`config.mk`:
```
export PLATFORM = sky130hd
export DESIGN_NAME = comb_equiv_sweep
export DESIGN_NICKNAME = d
export VERILOG_FILES = /design/src/rtl/comb_equiv_sweep.sv
export SDC_FILE = /design/constraint.sdc
export NUM_CORES = 1
export LEC_CHECK = 0
export ABC_AREA = 1
export CAP_MARGIN = 15
export CORE_MARGIN = 2
export CORE_UTILIZATION = 40
export DETAILED_ROUTE_END_ITERATION = 8
export SETUP_SLACK_MARGIN = 0.02
export SLEW_MARGIN = 10
export SYNTH_ARGS = -nofsm -noshare
export SYNTH_HDL_FRONTEND = slang
export SYNTH_SLANG_ARGS = --single-unit
```
`constraint.sdc`:
```
create_clock -name clk -period 2.1 [get_ports clk]
set_input_delay 0.315 -clock clk [delete_from_list [all_inputs] [get_ports clk]]
set_output_delay 0.315 -clock clk [all_outputs]
set_load 0.05 [all_outputs]
```
`src/rtl/comb_equiv_sweep.sv`:
```
// comb_equiv_sweep: self-running exhaustive equivalence checker.
// It sweeps every WIDTH-bit input vector onto vec_out. For each vector it
// holds SETTLE extra cycles, then compares every implementation output
// y_in[i] against the reference channel y_in[0]. It accumulates the mismatch
// count, the first failing vector and a sticky per-channel fail mask.
// Optional macro COMB_EQUIV_XCHECK_EN (simulation only): compare with !==, so
// an X/Z on one side of a comparison counts as a mismatch.
module comb_equiv_sweep #(
  parameter int WIDTH  = 4,
  parameter int NIMPL  = 4,
  parameter int SETTLE = 1
) (
  input  logic             clk,
  input  logic             rst,
  input  logic             start,
  output logic [WIDTH-1:0] vec_out,
  input  logic [NIMPL-1:0] y_in,
  output logic             busy,
  output logic             done,
  output logic             pass,
  output logic [WIDTH:0]   mismatch_cnt,
  output logic [WIDTH-1:0] first_fail_vec,
  output logic             fail_valid,
  output logic [NIMPL-1:0] fail_mask
);

  typedef enum logic [1:0] {
    S_IDLE,
    S_RUN,
    S_DONE
  } state_t;

  localparam logic [7:0] SETTLE_CNT = 8'(SETTLE);

  state_t           state;
  logic [7:0]       wait_cnt;
  logic [NIMPL-1:0] chan_diff;
  logic             any_diff;
  logic [WIDTH:0]   cnt_next;

  // Per-channel disagreement with the reference channel; bit 0 is never set.
  always_comb begin
    chan_diff = '0;
    for (int unsigned i = 1; i < NIMPL; i++) begin
`ifdef COMB_EQUIV_XCHECK_EN
      if (y_in[i] !== y_in[0]) chan_diff[i] = 1'b1;
`else
      if (y_in[i] != y_in[0]) chan_diff[i] = 1'b1;
`endif
    end
  end

  // Mismatch flag and the count including the current compare.
  always_comb begin
    any_diff = |chan_diff;
    cnt_next = mismatch_cnt + (WIDTH+1)'(any_diff);
  end

  // Sweep controller with registered status and result outputs.
  always_ff @(posedge clk) begin
    if (rst) begin
      state          <= S_IDLE;
      vec_out        <= '0;
      wait_cnt       <= '0;
      busy           <= 1'b0;
      done           <= 1'b0;
      pass           <= 1'b0;
      mismatch_cnt   <= '0;
      first_fail_vec <= '0;
      fail_valid     <= 1'b0;
      fail_mask      <= '0;
    end else begin
      case (state)
        S_IDLE: begin
          done <= 1'b0;
          if (start) begin
            state          <= S_RUN;
            vec_out        <= '0;
            wait_cnt       <= '0;
            busy           <= 1'b1;
            mismatch_cnt   <= '0;
            fail_mask      <= '0;
            fail_valid     <= 1'b0;
            first_fail_vec <= '0;
            pass           <= 1'b0;
          end
        end
        S_RUN: begin
          if (wait_cnt != SETTLE_CNT) begin
            wait_cnt <= wait_cnt + 8'd1;
          end else begin
            wait_cnt <= '0;
            if (any_diff) begin
              mismatch_cnt <= cnt_next;
              fail_mask    <= fail_mask | chan_diff;
              if (!fail_valid) begin
                first_fail_vec <= vec_out;
                fail_valid     <= 1'b1;
              end
            end
            // pass uses cnt_next so the final vector's compare is included.
            if (vec_out == '1) begin
              state <= S_DONE;
              busy  <= 1'b0;
              done  <= 1'b1;
              pass  <= (cnt_next == '0);
            end else begin
              vec_out <= vec_out + WIDTH'(1);
            end
          end
        end
        S_DONE: begin
          done  <= 1'b0;
          state <= S_IDLE;
        end
        default: state <= S_IDLE;
      endcase
    end
  end

endmodule

```
==> results.yml, run 1 <==
clocking:
  cts_root_buffer: "clkbuf_8"
  clock_path_buffers: 2
  hold_buffers: 0
  cts_tree: "built"
  htree_levels: 2
  numCtsBuffers: 5
  clk_pin_slew_ns: 0.07
  cts_sinks: 30
  clkLatencyLatePin_ns: 0.28
grt:
  grt_usage: 0.1748
  grt_pass1_wl_um: 6141
  grt_max_degree: 15
  antenna_found_initial: 0
  gr-total-overflow: 0
  grt_pass1_vias: 1357
detailed_routing:
  wl_um: 3733
  drc: 0
  dr.pass1.iters: 4
  vias: 1566
  viasPerCell: 4.863
  wire_per_inst_um: 11.59
  drt_iter0_markers: 61
  antenna_left: 0
flow_run:
  maxCapViolations: 0
run_status:
  outcome: "finished clean"
pwr:
  pwr_density_cell_mw_per_mm2: 661.0
  p_comb_frac: 0.229
  vdd_drop_max_v: 0.0004260
  p_int_uw: 964.2
  switching_power_uw: 446.7
  seqPwrFrac: 0.431
  pwr-share-clk: 0.340
  p_leak_uw: 0.0008765
  p_sw_frac: 0.3166
layout:
  fin_cells: 322
  nets: 283
  antenna_cells: 0
  drive_above_1_share: 0.1801
  area_growth_syn_to_layout_pct: 27.31
sta:
  whs_ns: 0.4739
  fmax_mhz: 511.1
  drv_slew: 0
  hold_violations: 0
  rsz0062_at_grt: "false"
  worst_pin_slew_ns: 0.5041
  setup_slack_ns: 0.1436
  finalCritPeriodShare: 0.9316
  tns_ns: 0
  fin_crit_ns: 1.956
  setup_viol: 0
  slew_headroom: 0.6629
  clock_skew_ns: 0.003158
synthesis:
  synth_warnings: 0
  synth.distinct_cells: 36
  synth_edf_count: 0
  synthTopCellsByCount: "nand2_1 (66), dfxtp_1 (30), inv_1 (21), nor2_1 (21), a21oi_1 (20)"
  syn_inst: 235
  syn_area_per_cell_um2: 7.135
  synth_top_area_cell: "dfxtp_1"
  syn_nets: 247
  synthArstFlopShare: 0
  synth.cell_area_mm2: 0.001677
  ys_ff_latch: 30
  synthFlopType: "dfxtp_1"
  synth_area_leaders: "dfxtp_1 (36%), nand2_1 (15%), a21oi_1 (6.0%)"
  synth_top_area_share: 0.3582
  seq_area_frac_synth: 0.3582
  yosysMostFrequentCell: "nand2_1"
setup_path:
  path_max_fanout: 2
  crit_required_ns: 2.31
  cp.arrival_ns: 2.17
  startpoint_type: "input pin"
  endpoint_kind: "flop"
  criticalPathCategory: "in2reg"
floorplanning:
  initial_core_util: 0.4161
  core_area_mm2: 0.004029
  die_h_um: 68.74
  rows: 23
  dieArea_mm2: 0.004725
  die_w_um: 68.74
  ios: 28
place:
  gp_congestion: 0.7318
  dp_slack_ns: -0.2904
  portBuffers: 26
  dp.final_hpwl_um: 2659
  dp.cells: 312
min_path:
  hold_class: "reg2reg"
state kept, by name, indices dropped and copies added, names as in the netlist, 2 cells and up:
| name | count |
|---|---|
| fail_mask | 3 |
| mismatch_cnt | 5 |
| first_fail_vec | 4 |
| wait_cnt | 8 |
| vec_out | 4 |
| state | 2 |
cell usage in the layout (no fill, tap or decap), drive strengths merged:
master / synthesis / layout
a211oi: 1 / 1
a21oi: 25 / 25
a31oi: 1 / 1
and3: 1 / 1
buf: 3 / 8
clkbuf: 2 / 7
clkdlybuf4s50: 0 / 25
clkinv: 1 / 2
conb: 1 / 1
dfxtp: 30 / 30
dlygate4sd2: 0 / 1
ha: 5 / 5
inv: 27 / 27
nand2: 74 / 74
nand3: 21 / 21
nand4: 2 / 2
nor2: 25 / 25
nor3: 3 / 3
nor3b: 1 / 1
nor4: 1 / 1
o21ai: 6 / 6
o22ai: 1 / 1
or2: 1 / 1
xnor2: 1 / 1
xor2: 2 / 2
power groups by stage:
stage | Clock, µW | Combinational [µW] | Sequential [µW]
2_1_floorplan | 0 | 183 | 670
3_3_place_gp | 0 | 318 | 620
3_5_place_dp | 0 | 318 | 620
4_1_cts | 496 | 319 | 608
5_1_grt | 524 | 355 | 610
6_report | 480 | 323 | 608
metrics by stage:
| stage | utilization | area [µm²] | power (µW) |
|---|---|---|---|
| 2_1_floorplan | - | 1677 | 852.5 |
| 3_3_place_gp | 0.4997 | 2013 | 938.0 |
| 3_5_place_dp | 0.4997 | 2013 | 938.7 |
| 4_1_cts | 0.5221 | 2103 | 1423 |
| 5_1_grt | 0.5298 | 2135 | 1489 |
| 6_report | 0.5298 | 2135 | 1411 |
per-layer routing:
| metal | wire length [µm] | GRT usage | part of all wire |
|---|---|---|---|
| met5 | 0 | 0 | 0 |
| met3 | 175 | 0.03896 | 0.047 |
| met1 | 1869 | 0.2446 | 0.50 |
| met4 | 34 | 0.06618 | 0.0091 |
| met2 | 1653 | 0.2608 | 0.44 |
area by class of cell:
type	instances	area [µm²]
Multi-Input combinational cell	172	949.7
Sequential cell	30	600.6
Tap cell	50	62.56
Clock inverter	1	5.005
Clock buffer	7	86.33
Fill cell	413	1894
Inverter	28	111.4
Timing Repair Buffer	34	319.1
path summary, 6_finish.rpt:
kind                                    from               to  cells after the start  slack [ns]
worst min-delay path            fail_mask[2]     fail_mask[2]                      2        0.47
worst max register to register   wait_cnt[0]  mismatch_cnt[2]                      7        0.48
worst min register to register  fail_mask[2]     fail_mask[2]                      2        0.47
worst max-delay path                 y_in[2]             pass                     13        0.14
critical path, stage by stage:
cell	delay (ns)
clkdlybuf4s50_1	0.42
inv_1	0.06
nand2_1	0.06
nand2_2	0.08
nand3_2	0.08
ha_2	0.18
ha_1	0.27
or2_2	0.29
nor2_1	0.08
nand2_1	0.05
nor2_1	0.09
nand2_1	0.07
a21oi_2	0.11
logic make-up (layout without fill, tap and decap cells):
group	Yosys count	count (layout)	share of synthesized area
simple gates	129	129	0.3858
compound gates	34	34	0.1157
buf+inv	33	70	0.08508
flops	30	30	0.3582
fa+ha+maj	5	5	0.03731
xor+xnor	3	3	0.01567
other cells	1	1	0.002237
timing repair:
item                       in CTS  in global routing
pin swaps                       0                  4
resized for setup               1                  5
setup endpoints to repair       1                  1
setup buffers                   0                  2
Power figures use the tool's default switching activity.
==> run 2, diff against run 1 <==
SLEW_MARGIN = 20   (was 10)
==> results of run 2 <==
Same layout as run 1: the final DEF is identical, and so are final timing and power.
==> run 3, diff against run 2 <==
CTS_CLUSTER_SIZE = 20   (was not set)
==> results of run 3 <==
Same layout as run 1: the final DEF is identical, and so are final timing and power.
